### src/rtl/seg_scan_if.sv
// CPU-side config bus and display-side outputs of the seven-segment digit scanner.
`timescale 1ns/1ps
interface seg_scan_if;
    logic [11:0] addr;
    logic        wen;
    logic [31:0] wdata;
    logic [7:0]  led_en;
    logic [2:0]  digit_idx;
    logic        slot_tick;
    logic [31:0] cfg_rdata;

    modport master (
        output addr, wen, wdata,
        input  led_en, digit_idx, slot_tick, cfg_rdata
    );

    modport slave (
        input  addr, wen, wdata,
        output led_en, digit_idx, slot_tick, cfg_rdata
    );
endinterface

### src/rtl/seg_scan_ctrl.sv
// Eight-digit seven-segment scan driver: slot timing, dead-time blanking,
// per-digit mask and 16-level PWM brightness, config applied at slot boundaries.
`timescale 1ns/1ps
module seg_scan_ctrl #(
    parameter int SCAN_DIV = 50000,
    parameter int DEAD_CYC = 64
) (
    input  logic      clk,
    input  logic      rst_n,
    seg_scan_if.slave cpu
);
    localparam int CNT_W = (SCAN_DIV > 1) ? $clog2(SCAN_DIV) : 1;
    localparam int ON_W  = $clog2(SCAN_DIV + 1);

    localparam logic [CNT_W-1:0] CNT_MAX = CNT_W'(SCAN_DIV - 1);
    localparam logic [ON_W+4:0]  SPAN    = (ON_W+5)'(SCAN_DIV - DEAD_CYC);
    localparam logic [ON_W:0]    DEAD_W  = (ON_W+1)'(DEAD_CYC);
    localparam logic [ON_W-1:0]  ON_RST  = ON_W'(SCAN_DIV - DEAD_CYC);

    // Product is kept ON_W+5 bits wide so span*16 never overflows before the shift.
    function automatic logic [ON_W-1:0] calc_on_len(input logic [3:0] bright);
        logic [ON_W+4:0] prod;
        prod = SPAN * (ON_W+5)'({1'b0, bright} + 5'd1);
        return prod[ON_W+3:4];
    endfunction

    logic [CNT_W-1:0] r_cnt;
    logic [2:0]       r_idx;
    logic [7:0]       r_led_en;
    logic             r_tick;
    logic [7:0]       r_mask_pend;
    logic [3:0]       r_bright_pend;
    logic [7:0]       r_mask_act;
    logic [3:0]       r_bright_act;
    logic [ON_W-1:0]  r_on_len;

    logic             w_cfg_wr;
    logic             w_wrap;
    logic [7:0]       w_mask_nxt;
    logic [3:0]       w_bright_nxt;
    logic [ON_W:0]    w_cnt_ext;
    logic [ON_W:0]    w_on_end;
    logic             w_on;

    assign w_cfg_wr     = cpu.wen && (cpu.addr == 12'h004);
    assign w_wrap       = (r_cnt == CNT_MAX);
    assign w_mask_nxt   = w_cfg_wr ? cpu.wdata[7:0]  : r_mask_pend;
    assign w_bright_nxt = w_cfg_wr ? cpu.wdata[11:8] : r_bright_pend;

    // Window compared in ON_W+1 bits so DEAD_CYC+on_len (up to SCAN_DIV) cannot wrap.
    assign w_cnt_ext = (ON_W+1)'(r_cnt);
    assign w_on_end  = DEAD_W + {1'b0, r_on_len};
    assign w_on      = (w_cnt_ext >= DEAD_W) && (w_cnt_ext < w_on_end) && r_mask_act[r_idx];

    always_ff @(posedge clk or negedge rst_n) begin
        if (!rst_n) begin
            r_cnt         <= '0;
            r_idx         <= 3'd0;
            r_led_en      <= 8'hFF;
            r_tick        <= 1'b0;
            r_mask_pend   <= 8'hFF;
            r_bright_pend <= 4'hF;
            r_mask_act    <= 8'hFF;
            r_bright_act  <= 4'hF;
            r_on_len      <= ON_RST;
        end else begin
            r_tick   <= w_wrap;
            r_led_en <= w_on ? ~(8'b1 << r_idx) : 8'hFF;
            if (w_cfg_wr) begin
                r_mask_pend   <= cpu.wdata[7:0];
                r_bright_pend <= cpu.wdata[11:8];
            end
            if (w_wrap) begin
                r_cnt        <= '0;
                r_idx        <= r_idx + 3'd1;
                r_mask_act   <= w_mask_nxt;
                r_bright_act <= w_bright_nxt;
                r_on_len     <= calc_on_len(w_bright_nxt);
            end else begin
                r_cnt <= r_cnt + CNT_W'(1);
            end
        end
    end

    assign cpu.led_en    = r_led_en;
    assign cpu.digit_idx = r_idx;
    assign cpu.slot_tick = r_tick;
    assign cpu.cfg_rdata = {20'b0, r_bright_act, r_mask_act};
endmodule
### src/flat_wrapper.sv
// flat-port wrapper written by rule: the top's interface ports become plain ports
module seg_scan_ctrl_flat 
#(
    parameter int SCAN_DIV = 50000,
    parameter int DEAD_CYC = 64
)
  (clk, rst_n, cpu_addr, cpu_wen, cpu_wdata, cpu_led_en, cpu_digit_idx, cpu_slot_tick, cpu_cfg_rdata);
  seg_scan_if cpu_i ();
  input  logic clk;
  input  logic rst_n;
  input wire logic [$bits(cpu_i.addr)-1:0] cpu_addr;
  input wire logic [$bits(cpu_i.wen)-1:0] cpu_wen;
  input wire logic [$bits(cpu_i.wdata)-1:0] cpu_wdata;
  output wire logic [$bits(cpu_i.led_en)-1:0] cpu_led_en;
  output wire logic [$bits(cpu_i.digit_idx)-1:0] cpu_digit_idx;
  output wire logic [$bits(cpu_i.slot_tick)-1:0] cpu_slot_tick;
  output wire logic [$bits(cpu_i.cfg_rdata)-1:0] cpu_cfg_rdata;
  assign cpu_i.addr = cpu_addr;
  assign cpu_i.wen = cpu_wen;
  assign cpu_i.wdata = cpu_wdata;
  assign cpu_led_en = cpu_i.led_en;
  assign cpu_digit_idx = cpu_i.digit_idx;
  assign cpu_slot_tick = cpu_i.slot_tick;
  assign cpu_cfg_rdata = cpu_i.cfg_rdata;
  seg_scan_ctrl #(.SCAN_DIV(SCAN_DIV), .DEAD_CYC(DEAD_CYC)) u_core (.clk(clk), .rst_n(rst_n), .cpu(cpu_i));
endmodule
### config.mk
export PLATFORM = sky130hd
export DESIGN_NAME = seg_scan_ctrl_flat
export DESIGN_NICKNAME = d
export VERILOG_FILES = /design/src/rtl/seg_scan_if.sv /design/src/rtl/seg_scan_ctrl.sv /design/src/flat_wrapper.sv
export SDC_FILE = /design/constraint.sdc
export NUM_CORES = 1
export LEC_CHECK = 0
export BUFFER_PORTS_ARGS = -buffer_cell sky130_fd_sc_hd__clkbuf_2
export CAP_MARGIN = 20
export CORE_UTILIZATION = 50
export CTS_CLUSTER_SIZE = 24
export DETAILED_ROUTE_END_ITERATION = 8
export PLACE_DENSITY = 0.83
export SETUP_SLACK_MARGIN = 0.3
export SYNTH_ARGS = -nofsm -noshare
export SYNTH_HDL_FRONTEND = slang
export SYNTH_SLANG_ARGS = --single-unit
### constraint.sdc
create_clock -name clk -period 4.02 [get_ports clk]
set_input_delay 0.804 -clock clk [delete_from_list [all_inputs] [get_ports clk]]
set_output_delay 0.804 -clock clk [all_outputs]
set_load 0.05 [all_outputs]
# Yosys cells after proc, flatten, opt, wreduce, memory -nomap -nowiden
# Index checks and enable logic that the tools add are counted.
# totals
reg_bits	68
inputBits	47
# op_classes
add_sub_neg	4
mul	1
order_cmp	3
n_eq_ne	2
n_shift	1
mux	6
bitwise	1
reduce_logical	3
# ops
cell	n
multiplier 12 x 21 -> 16 bit, first input constant	1
adder 7 x 16 -> 17 bit, first input constant	1
less-than comparator 16 x 17 -> 1 bit	1
adder 16 x 1 -> 16 bit, second input constant	1
== test 16 bit, second input constant	1
>= comparator 16 x 7 -> 1 bit, second input constant	1
2-to-1 mux 16 bit	1
2-to-1 mux 8 bit	2
== test 12 x 3 -> 1 bit, second input constant	1
NOT 8 bit	1
<< shifter 1 x 3 -> 8 bit, first input constant	1
adder 4 x 1 -> 5 bit, second input constant	1
less-than comparator 3 x 4 -> 1 bit, second input constant	1
2-to-1 mux 4 bit	1
adder 3 x 1 -> 3 bit, second input constant	1
binary-select mux 1 bit (select 3 bit)	1
logical AND 1 bit	3
2-to-1 mux 1 bit	1

# Logic depth before layout (Yosys ltp)
# Gate-level depths: netlist of the first run.
# logic_depth
depth_word	5
mapped_depth	17
mapped_depth_nobuf	15

# Worst setup path after synthesis of the first run
# No wires, ideal clock.
# synth_timing
path_kind	input to register
startpoint	input port cpu_addr[1]
endpoint	register u_core.r_on_len[13]
setup_time_ns	0.124
arrival_ns	4.726
required_time_ns	3.896
path_slack_ns	-0.830
path_stages	17
path_buffers	2
path_cell_list	nor4b_2 -> and4_1 -> buf_6 -> clkbuf_1 -> mux2i_1 -> inv_1 -> xnor2_1 -> inv_1 -> ha_1 -> ha_1 -> ha_1 -> a211oi_1 -> nor3_1 -> mux2i_1 -> or4b_4 -> mux2_4 -> or2_1
# synth_between
elab_chain_cells	5
# synth_rtl
element	line_no	rtl
from (decl)	flat_wrapper.sv:11	input wire logic [$bits(cpu_i.addr)-1:0] cpu_addr;
== test 12 x 3 -> 1 bit	seg_scan_ctrl.sv:45	assign w_cfg_wr = cpu.wen && (cpu.addr == 12'h004);
logical AND 1 bit	seg_scan_ctrl.sv:45	
2-to-1 mux 4 bit	seg_scan_ctrl.sv:48	assign w_bright_nxt = w_cfg_wr ? cpu.wdata[11:8] : r_bright_pend;
named net u_core.w_bright_nxt[3]	seg_scan_ctrl.sv:40	logic [3:0] w_bright_nxt;
adder 4 x 1 -> 5 bit	seg_scan_ctrl.sv:23	prod = SPAN * (ON_W+5)'({1'b0, bright} + 5'd1);
multiplier 12 x 21 -> 16 bit	seg_scan_ctrl.sv:23	
to (signal assigned)	seg_scan_ctrl.sv:78	r_on_len <= calc_on_len(w_bright_nxt);
to (decl)	seg_scan_ctrl.sv:35	logic [ON_W-1:0] r_on_len;
# The timed path passes the listed nets, and every way through them passes these cells.
# A chain may end at the register's enable or synchronous reset.

# Worst setup path in the final report of the first run
# layout_timing
startpoint	input port cpu_addr[1]
endpoint	register u_core.r_on_len[13]
# layout_between
elab_chain_cells	5
# layout_rtl
element	line_no
== test 12 x 3 -> 1 bit	seg_scan_ctrl.sv:45
logical AND 1 bit	seg_scan_ctrl.sv:45
2-to-1 mux 4 bit	seg_scan_ctrl.sv:48
adder 4 x 1 -> 5 bit	seg_scan_ctrl.sv:23
multiplier 12 x 21 -> 16 bit	seg_scan_ctrl.sv:23
# Every way passes these cells.

==> impl_metrics.tcl, run 1 <==
set metrics [dict create \
    gp_congestion 0.8789 \
    io_pins 91 \
    fp-row-count 32 \
    finClkSkew_ns 0.008808 \
    totalWireLength_um 9166 \
    tritoncts "yes" \
    r2r-start "u_core.r_bright_pend[0]" \
    start_kind "primary input" \
    syn_inst 421 \
    ff2ff_path_depth 14 \
    drt_iter0_markers 161 \
    path_buf_inv 4 \
    htreeDepth 3 \
    seq_area_sq_mm 0.001698 \
    multi_input_comb_area_sq_mm 0.002387 \
    crit_path_top_delay_cell "or4b_4" \
    setup_viol 3 \
    ys_ff_latch 66 \
    cellPowerDensity_mw_per_mm2 273.6 \
    worstPathMaxFanout 4 \
    cp_cell_sequence "buf_6 -> nor4b_4 -> and4_1 -> buf_6 -> mux2i_4 -> nor3_2 -> buf_4 -> xnor2_4 -> inv_2 -> ha_4 -> ha_4 -> ha_4 -> a211oi_4 -> nor3_2 -> mux2i_1 -> or4b_4 -> mux2_4 -> or2_1" \
    crit_family "simple AND/OR/NAND/NOR gates" \
    hold_violations 0 \
    period_share 1.074 \
    ys_seq_area_frac 0.4192 \
    synth_flop_cell "dfstp_2" \
    ctsHoldBuffers 0 \
    via_per_inst 5.285 \
    die_x_um 92 \
    async_flop_share 1.000 \
    insertion_delay_ns 0.35 \
    dr_total_vias 3245 \
    layout_min_cycle_time_ns 4.317 \
    dp.cells 593 \
    cp-end-kind "register" \
    synth-edff-count 0 \
    grt_antenna_before_repair 0 \
    clockRootBuffer "clkbuf_8" \
    synth_area_sq_mm 0.004050 \
    slowest_delay_ns 0.60 \
    cpMostUsedCell "ha_4" \
    total_power_mw 1.387 \
    gr-usage-all-layers 0.2256 \
    synth_warnings 0 \
    cp.arrival_ns 4.56 \
    firstDrtPassIters 4 \
    design_area_sq_mm 0.005069 \
    grt_pass1_vias 3227 \
    ant_nets 0 \
    layout.nets 591 \
    hold_slack_ns 0.4274 \
    power.leakage_nw 2.463 \
    cts.sink_count 66 \
    hold_path.class "primary input to asynchronous set/reset pin" \
    core-area_sq_mm 0.007767 \
    wl_per_cell_um 14.93 \
    peakVddDrop_mv 0.1910 \
    diodes 0 \
    final_cell_count_no_fill 614 \
    initial_core_util 0.5214 \
    layout-drive-gt1-share 0.3398 \
    timing.final.ws_setup_ns -0.2971 \
    critical_path_required_ns 4.26 \
    die-area_sq_mm 0.008464 \
    status "complete, but fails checks" \
    synth_area_per_cell_sq_um 9.620 \
    rr_endpoint "u_core.r_on_len[13]" \
    crit_type "primary input to register" \
    r2r_slack_ns 0.37 \
    fillers 590 \
    timing.max_cap.violations 0 \
    drcViolationCount 0 \
    path_clk_slew_ns 0.07 \
    worstMarginPinSlew_ns 0.7834 \
    placed_area_sq_mm 0.004678 \
    grt_setup_unrepaired "yes" \
    numCtsBuffers 9 \
    startpoint "cpu_addr[1]" \
    grt_overflow_total 0 \
    syn_to_final_growth_pct 25.15 \
    cts.path.max_buffers 2 \
    fmax_ghz 0.2316 \
    drv_slew 0 \
    die_h_um 92 \
    hpwlAfterDp_um 6515 \
    grt_pass1_wl_um 14900 \
    synth_cell_type_count 50 \
    violations "setup timing" \
    grt_max_degree 47 \
    dp_slack_ns -0.6187 \
    portBuffers 50 \
    maxSlewHeadroom 0.4745 \
]
[synthesized netlist by cell type, drive strengths merged (3+ instances only)]
master / instances / area [sq um]
a211o: 3 / 26.28
a211oi: 3 / 22.52
a21o: 6 / 45.04
a21oi: 8 / 40.04
and2: 4 / 25.02
and3: 7 / 43.79
and4: 3 / 26.28
buf: 22 / 165.1
clkbuf: 9 / 33.78
dfrtp: 29 / 725.7
dfstp: 37 / 972.2
ha: 37 / 462.9
inv: 20 / 75.07
mux2: 4 / 48.79
mux2i: 11 / 113.9
nand2: 85 / 319.1
nand2b: 3 / 18.77
nand3: 17 / 85.08
nand4: 3 / 18.77
nor2: 23 / 86.33
nor3: 7 / 35.03
o2111ai: 7 / 61.31
o21ai: 17 / 85.08
or4: 3 / 22.52
xnor2: 14 / 122.6
xor2: 14 / 122.6
[how the worst max path moves through the flow]
| stage | endpoint | slack, ns | cells past startpoint |
|---|---|---|---|
| finish | u_core.r_on_len[13] | -0.30 | 18 |
| global route | u_core.r_on_len[13] | -0.44 | 18 |
| CTS | u_core.r_on_len[13] | -0.21 | 18 |
| detailed placement | u_core.r_on_len[13] | -0.62 | 17 |
| global placement | u_core.r_on_len[13] | -0.53 | 18 |
| floorplan | u_core.r_on_len[13] | -0.35 | 17 |
[stage by stage]
stage          setup TNS, ns    util
2_1_floorplan        -0.5829       -
3_3_place_gp          -1.204  0.6023
3_5_place_dp          -1.612  0.6023
4_1_cts              -0.3144  0.6343
5_1_grt              -0.9658  0.6525
6_report             -0.5619  0.6525
[worst reg2reg max path, stage by stage (launching register included)]
cell      delay [ns]
dfstp_2         0.60
mux2i_2         0.13
nor3_2          0.18
buf_4           0.15
xnor2_4         0.12
inv_2           0.09
ha_4            0.28
ha_4            0.20
ha_4            0.28
a211oi_4        0.07
nor3_2          0.21
mux2i_1         0.13
or4b_4          0.60
mux2_4          0.32
or2_1           0.20
[registers in the layout, summed over array words and instances (netlist names)]
register	count
u_core.r_cnt	16
u_core.cpu.slot_tick	1
u_core.r_mask_act	8
u_core.r_bright_pend	4
u_core.r_on_len	14
u_core.r_mask_pend	8
u_core.cpu.digit_idx	3
u_core.cpu.led_en	8
u_core.r_bright_act	4
[report_power, final]
| group | switching, mW | internal [mW] |
|---|---|---|
| clock network | 0.254 | 0.383 |
| logic | 0.0650 | 0.0179 |
| registers | 0.000330 | 0.667 |
| total | 0.319 | 1.07 |
[cells by family after synthesis]
family                   share of synthesized area
other                                    0.0009259
AO/OA/AOI/OAI                              0.09546
multiplexers                               0.05128
flip-flops                                  0.4192
adder cells (fa/ha/maj)                     0.1143
buffers and inverters                      0.06858
AND/OR/NAND/NOR                             0.1897
XOR/XNOR                                   0.06055
[final cells by class]
cell class,count,share of cell area
well taps,102,0.02518
inverters,21,0.01555
flip-flops and latches,66,0.3350
clock buffers,12,0.03061
repair buffers,87,0.1081
clock inverters,4,0.01456
multi-input cells,322,0.4710
[repair_timing]
| action | 4_1_cts | 5_1_grt |
|---|---|---|
| buffers inserted | 0 | 5 |
| pin swaps | 0 | 14 |
| setup endpoints to repair | 4 | 4 |
| hold endpoints to repair | 0 | 0 |
| gates cloned | 0 | 0 |
| resized for setup | 4 | 20 |
[per-layer routing]
| layer | track usage | routed length, um |
|---|---|---|
| met1 | 0.2743 | 3990 |
| met2 | 0.3874 | 4676 |
| met3 | 0.05307 | 361 |
| met4 | 0.08464 | 138 |
| met5 | 0 | 0 |
[layout by cell type, fill, tap and decap left out, types with 4 or more instances in the layout]
master / synthesis / layout
clkbuf_8: 0 / 11
clkbuf_2: 0 / 48
buf_4: 20 / 35
nor2_1: 23 / 23
dfrtp_1: 29 / 29
o21ai_0: 17 / 16
and2_1: 4 / 4
and3_1: 7 / 6
a21o_1: 6 / 6
nand2_1: 85 / 84
mux2i_1: 10 / 7
inv_1: 20 / 17
xor2_1: 14 / 14
o2111ai_1: 7 / 7
dfstp_2: 37 / 37
ha_4: 0 / 6
nor3_1: 7 / 4
xnor2_1: 14 / 12
ha_1: 37 / 30
conb_1: 1 / 20
nand3_1: 17 / 16
a21oi_1: 8 / 8
buf_6: 1 / 4
(Power assumes the default switching activity.)
==> run 2: changes to the inputs <==
--- a/config.mk
+++ b/config.mk
@@ -5,12 +5,13 @@
 export SDC_FILE = /design/constraint.sdc
 export NUM_CORES = 1
 export LEC_CHECK = 0
+export ABC_AREA = 1
 export BUFFER_PORTS_ARGS = -buffer_cell sky130_fd_sc_hd__clkbuf_2
 export CAP_MARGIN = 20
 export CORE_UTILIZATION = 50
 export CTS_CLUSTER_SIZE = 24
 export DETAILED_ROUTE_END_ITERATION = 8
-export PLACE_DENSITY = 0.83
+export PLACE_DENSITY = 0.82
 export SETUP_SLACK_MARGIN = 0.3
 export SYNTH_ARGS = -nofsm -noshare
 export SYNTH_HDL_FRONTEND = slang
==> constraint.sdc (replaced) <==
create_clock -name clk -period 5 [get_ports clk]
set_input_delay 1 -clock clk [delete_from_list [all_inputs] [get_ports clk]]
set_output_delay 1 -clock clk [all_outputs]
set_load 0.05 [all_outputs]
==> impl_metrics.tcl, run 2 <==
set metrics [dict create \
    switching_share 0.2565 \
    setup_viol 0 \
    synth_area_sq_mm 0.004253 \
    seq_area_sq_mm 0.001698 \
    hold_violations 0 \
    cp-end-kind "register" \
    power_frac_clock 0.450 \
    tritoncts "yes" \
    totalWireLength_um 9236 \
    grt_max_degree 36 \
    ys_seq_area_frac 0.3992 \
    ys_ff_latch 66 \
    grt_pass1_wl_um 15210 \
    status "completed" \
    top_register "u_core.r_cnt" \
    core-area_sq_mm 0.008217 \
    async_flop_share 1.000 \
    finClkSkew_ns 0.01600 \
    htreeDepth 3 \
    cts_setup_buffers 0 \
    wl_per_cell_um 13.56 \
    die-area_sq_mm 0.008878 \
    portBuffers 50 \
    gr-usage-all-layers 0.2191 \
    rr_endpoint "u_core.r_on_len[11]" \
    synth_cell_type_count 38 \
    period_share 0.7662 \
    setup.worst_path.end "u_core.r_on_len[11]" \
    peakVddDrop_mv 0.1335 \
    synth_area_per_cell_sq_um 8.242 \
    ff2ff_path_depth 15 \
    start_kind "primary input" \
    clockRootBuffer "clkbuf_8" \
    ctsHoldBuffers 0 \
    grt_antenna_before_repair 0 \
    via_per_inst 5.241 \
    worstMarginPinSlew_ns 0.8750 \
    layout.nets 655 \
    maxSlewHeadroom 0.4167 \
    firstDrtPassIters 7 \
    worstPathMaxFanout 13 \
    diodes 0 \
    timing.max_cap.violations 0 \
    synth_commonest_cells "nand2_1 (104), inv_1 (65), nor2_1 (46)" \
    r2r-start "u_core.r_bright_pend[1]" \
    layout_min_cycle_time_ns 3.831 \
    die_x_um 94.23 \
    syn_inst 516 \
    hpwlAfterDp_um 6742 \
    fp-row-count 33 \
    cellPowerDensity_mw_per_mm2 229.0 \
    dr_total_vias 3569 \
    hold_path.class "register to register" \
    top_regs "u_core.r_cnt: 16 flops, u_core.r_on_len: 14 flops" \
    synth_flop_cell "dfstp_2" \
    power.leakage_nw 2.583 \
    combPwrFrac 0.058 \
    synth_top_area_share 0.2286 \
    largest_reg_flops 16 \
    io_pins 91 \
    gp_congestion 0.8665 \
    p_int_mw 0.8094 \
    final_util 0.5785 \
    critical_path_required_ns 5.23 \
    multi_input_comb_area_sq_mm 0.002177 \
    die_h_um 94.23 \
    layout-drive-gt1-share 0.2535 \
    setup_tns_ns 0 \
    r2r_slack_ns 1.85 \
    cts.path.max_buffers 2 \
    synth_warnings 0 \
    ctsResizeCount 0 \
    synth_area_leader_cell "dfstp_2" \
    drt_iter0_markers 207 \
    drcViolationCount 0 \
    drv_slew 0 \
    cts.sink_count 66 \
    grt_setup_unrepaired "no" \
    fmax_ghz 0.2610 \
    startpoint "cpu_addr[11]" \
    path_clk_slew_ns 0.08 \
    layout_commonest_cell "nand2_1" \
    insertion_delay_ns 0.36 \
    ant_nets 0 \
    numCtsBuffers 9 \
    grt_pass1_vias 3362 \
    yosys.cell_count.top_type "nand2_1" \
    initial_core_util 0.5176 \
    syn_to_final_growth_pct 11.77 \
    mostFrequentLayoutCells "nand2_1 (104), inv_1 (65), clkbuf_2 (50), nor2_1 (46)" \
    grt_overflow_total 0 \
    cp.arrival_ns 4.06 \
    fillers 713 \
    crit_type "primary input to register" \
    p_seq_frac 0.492 \
    synth-edff-count 0 \
    switchingPower_mw 0.2792 \
    synthTopCellsByArea "dfstp_2 (23%), dfrtp_1 (17%), ha_1 (11%)" \
]
-- run 2: critical path, stage by stage --
cell and delay (ns):
clkbuf_2 0.09, nor2_1 0.10, nand2_1 0.09, nor2_4 0.18, nand2_4 0.15, nand2_2 0.09
nand2_2 0.10, inv_1 0.16, nor2_1 0.08, xor2_1 0.22, inv_1 0.11, ha_1 0.31
ha_1 0.30, ha_1 0.37, nand2_1 0.12, nor3_1 0.22, nand2_2 0.08, nand2_2 0.07
xor2_1 0.15, o21ai_1 0.08
-- run 2: worst min path at each step --
stage,from,cells past startpoint,endpoint,slack (ns)
global route,u_core.r_mask_pend[0],2,u_core.r_mask_pend[0],0.50
detailed placement,u_core.r_on_len[15],2,u_core.r_on_len[15],0.46
floorplan,u_core.r_on_len[14],2,u_core.r_on_len[14],0.45
CTS,u_core.r_on_len[15],2,u_core.r_on_len[15],0.48
global placement,u_core.r_on_len[14],2,u_core.r_on_len[14],0.46
finish,u_core.r_on_len[15],2,u_core.r_on_len[15],0.47
-- run 2: stage by stage --
step / area, sq um / std cells / power (mW) / setup WS [ns] / hold slack, ns
finish: 4753 / 681 / 1.089 / 1.169 / 0.4747
global route: 4753 / 681 / 1.121 / 0.8148 / 0.5029
CTS: 4753 / 681 / 1.094 / 1.142 / 0.4771
detailed placement: 4539 / 665 / 0.6088 / 0.7826 / 0.4633
floorplan: 4324 / 535 / 0.5976 / 1.209 / 0.4481
global placement: 4539 / 665 / 0.6078 / 0.9032 / 0.4592
-- run 2: power by group through the flow --
stage / clock (mW) / combinational (mW) / sequential [mW]
after floorplan: 0 / 0.0524 / 0.545
after global placement: 0 / 0.0627 / 0.545
after detailed placement: 0 / 0.0637 / 0.545
after CTS: 0.494 / 0.0639 / 0.536
after global routing: 0.516 / 0.0692 / 0.536
final: 0.489 / 0.0630 / 0.536
-- run 2: logic make-up (layout without fill, tap and decap cells) --
| logic type | Yosys count | in the layout | share of synthesized area |
|---|---|---|---|
| flip-flops | 66 | 66 | 0.3992 |
| AO/OA/AOI/OAI | 60 | 60 | 0.07708 |
| AND/OR/NAND/NOR | 237 | 237 | 0.2718 |
| XOR/XNOR | 17 | 17 | 0.03501 |
| adder cells (fa/ha/maj) | 37 | 37 | 0.1089 |
| other | 1 | 20 | 0.0008818 |
| buffers and inverters | 98 | 139 | 0.1071 |
-- run 2: per-layer routing --
| layer | wire [um] | track usage | vias up |
|---|---|---|---|
| met1 | 3910 | 0.2678 | 1688 |
| met2 | 4633 | 0.3720 | 125 |
| met4 | 219 | 0.1026 | 0 |
| met5 | 0 | 0 | - |
| met3 | 472 | 0.03803 | 21 |
| li1 | - | - | 1735 |
-- run 2: layout make-up --
type / instances / area share
multi-input cells: 371 / 0.4580
repair buffers: 52 / 0.05580
inverters: 71 / 0.05633
clock buffers: 11 / 0.03211
well taps: 105 / 0.02764
clock inverters: 5 / 0.01290
flip-flops and latches: 66 / 0.3572
==> run 3: changes to the inputs <==
--- a/config.mk
+++ b/config.mk
@@ -5,13 +5,13 @@
 export SDC_FILE = /design/constraint.sdc
 export NUM_CORES = 1
 export LEC_CHECK = 0
-export ABC_AREA = 1
+export ABC_AREA = 0
 export BUFFER_PORTS_ARGS = -buffer_cell sky130_fd_sc_hd__clkbuf_2
 export CAP_MARGIN = 20
 export CORE_UTILIZATION = 50
 export CTS_CLUSTER_SIZE = 24
 export DETAILED_ROUTE_END_ITERATION = 8
-export PLACE_DENSITY = 0.82
+export PLACE_DENSITY = 0.83
 export SETUP_SLACK_MARGIN = 0.3
 export SYNTH_ARGS = -nofsm -noshare
 export SYNTH_HDL_FRONTEND = slang
==> constraint.sdc (replaced) <==
create_clock -name clk -period 3.95 [get_ports clk]
set_input_delay 0.79 -clock clk [delete_from_list [all_inputs] [get_ports clk]]
set_output_delay 0.79 -clock clk [all_outputs]
set_load 0.05 [all_outputs]
==> impl_metrics.tcl, run 3 (synthesis results as in run 1) <==
set metrics [dict create \
    top_register "u_core.r_cnt" \
    power.leakage_nw 2.426 \
    layout_min_cycle_time_ns 4.186 \
    drv_slew 0 \
    diodes 0 \
    hold_violations 0 \
    path_buf_inv 4 \
    hold_path.class "register to register" \
    status "complete, but fails checks" \
    wl_per_cell_um 14.81 \
    grt_pass1_wl_um 15200 \
    grt_pass1_vias 3286 \
    timing.final.ws_setup_ns -0.2358 \
    grt_setup_unrepaired "yes" \
    crit_family "simple AND/OR/NAND/NOR gates" \
    drcViolationCount 0 \
    fmax_ghz 0.2389 \
    die_h_um 92 \
    timing.max_cap.violations 0 \
    hold_slack_ns 0.4673 \
    gp_congestion 0.8589 \
    totalWireLength_um 9061 \
    path_clk_slew_ns 0.07 \
    worstPathMaxFanout 4 \
    insertion_delay_ns 0.34 \
    maxSlewHeadroom 0.5047 \
    initial_core_util 0.5214 \
    worstMarginPinSlew_ns 0.7430 \
    setup_viol 3 \
    portBuffers 50 \
    period_share 1.060 \
    clockRootBuffer "clkbuf_8" \
    tritoncts "yes" \
    dr_total_vias 3288 \
    critical_path_required_ns 4.24 \
    slowest_delay_ns 0.52 \
    cp.arrival_ns 4.47 \
    fp-row-count 32 \
    cp_cell_sequence "buf_6 -> nor4b_4 -> and4_1 -> buf_6 -> mux2i_4 -> inv_1 -> ha_2 -> and3_4 -> ha_4 -> ha_4 -> ha_4 -> a211oi_4 -> nor3_2 -> mux2i_1 -> or4b_4 -> buf_4 -> a2111oi_4 -> a211o_1" \
    via_per_inst 5.373 \
    firstDrtPassIters 5 \
    largest_reg_flops 16 \
    grt_overflow_total 0 \
    cellPowerDensity_mw_per_mm2 266.3 \
    grt_antenna_before_repair 0 \
    mostFrequentLayoutCells "nand2_1 (84), clkbuf_2 (49), dfstp_2 (37), buf_4 (33), ha_1 (30)" \
    cpMostUsedCell "ha_4" \
    die_x_um 92 \
    cts.sink_count 66 \
    crit_type "primary input to register" \
    start_kind "primary input" \
    finClkSkew_ns 0.006747 \
    cts.path.max_buffers 2 \
    drt_iter0_markers 167 \
    ant_nets 0 \
    violations "setup timing" \
    syn_to_final_growth_pct 24.28 \
    cp-end-kind "register" \
    htreeDepth 3 \
    die-area_sq_mm 0.008464 \
    top_regs "u_core.r_cnt: 16 flops, u_core.r_on_len: 14 flops" \
    gr-usage-all-layers 0.2285 \
    crit_path_top_delay_cell "or4b_4" \
    layout-drive-gt1-share 0.3373 \
    ctsHoldBuffers 0 \
    io_pins 91 \
    numCtsBuffers 9 \
    layout_commonest_cell "nand2_1" \
    peakVddDrop_mv 0.2125 \
    layout.nets 589 \
    total_power_mw 1.340 \
    hpwlAfterDp_um 6534 \
    grt_max_degree 39 \
    core-area_sq_mm 0.007767 \
]
-- run 3: metrics by stage --
step / setup TNS, ns / setup WS, ns / instance area (sq um) / instances / utilization
detailed placement: -1.623 / -0.6326 / 4671 / 592 / 0.6013
floorplan: -0.6933 / -0.4021 / 4279 / 440 / -
global route: -1.154 / -0.4761 / 5034 / 612 / 0.6480
CTS: -0.4311 / -0.2206 / 4935 / 610 / 0.6353
finish: -0.5436 / -0.2358 / 5034 / 612 / 0.6480
global placement: -1.317 / -0.5667 / 4671 / 592 / 0.6013
-- run 3: where the power goes --
group	total [mW]	internal (mW)	switching, mW
clock network	0.579	0.325	0.254
logic	0.0823	0.0167	0.0656
registers	0.679	0.679	0.000340
-- run 3: per-layer routing --
| layer | part of all wire | track usage | vias up |
|---|---|---|---|
| li1 | - | - | 1580 |
| met1 | 0.42 | 0.2768 | 1580 |
| met2 | 0.51 | 0.3949 | 106 |
| met3 | 0.042 | 0.04643 | 22 |
| met4 | 0.023 | 0.09505 | 0 |
| met5 | 0 | 0 | - |
-- run 3: worst paths after layout --
check	slack [ns]	startpoint	endpoint	depth (start not counted)
hold / removal	0.47	u_core.r_mask_act[5]	u_core.r_mask_act[5]	2
max in group asynchronous	2.49	rst_n	u_core.r_bright_act[1]	2
setup / recovery	-0.24	cpu_addr[9]	u_core.r_on_len[15]	18
min in group asynchronous	0.50	rst_n	u_core.r_cnt[4]	1
hold reg to reg	0.47	u_core.r_mask_act[5]	u_core.r_mask_act[5]	2
setup reg to reg	0.43	u_core.r_bright_pend[0]	u_core.r_on_len[15]	15
-- run 3: timing repair --
action / CTS / global route
hold endpoints to repair: 0 / 0
gates cloned: 0 / 0
pin swaps: 3 / 4
endpoints found under the setup margin: 4 / 5
resized for setup: 7 / 11
buffers inserted: 2 / 1
-- run 3: final cells by class --
class / instances / area, sq um
Timing Repair Buffer: 85 / 543.0
Fill cell: 598 / 2734
Inverter: 21 / 78.83
Clock buffer: 12 / 155.1
Sequential cell: 66 / 1698
Clock inverter: 4 / 50.05
Multi-Input combinational cell: 322 / 2381
Tap cell: 102 / 127.6
-- run 3: worst min-delay path, cell delays in order, from the launching register on --
cell and delay, ns:
dfstp_2 0.38, nand2_1 0.05, nand2_1 0.04
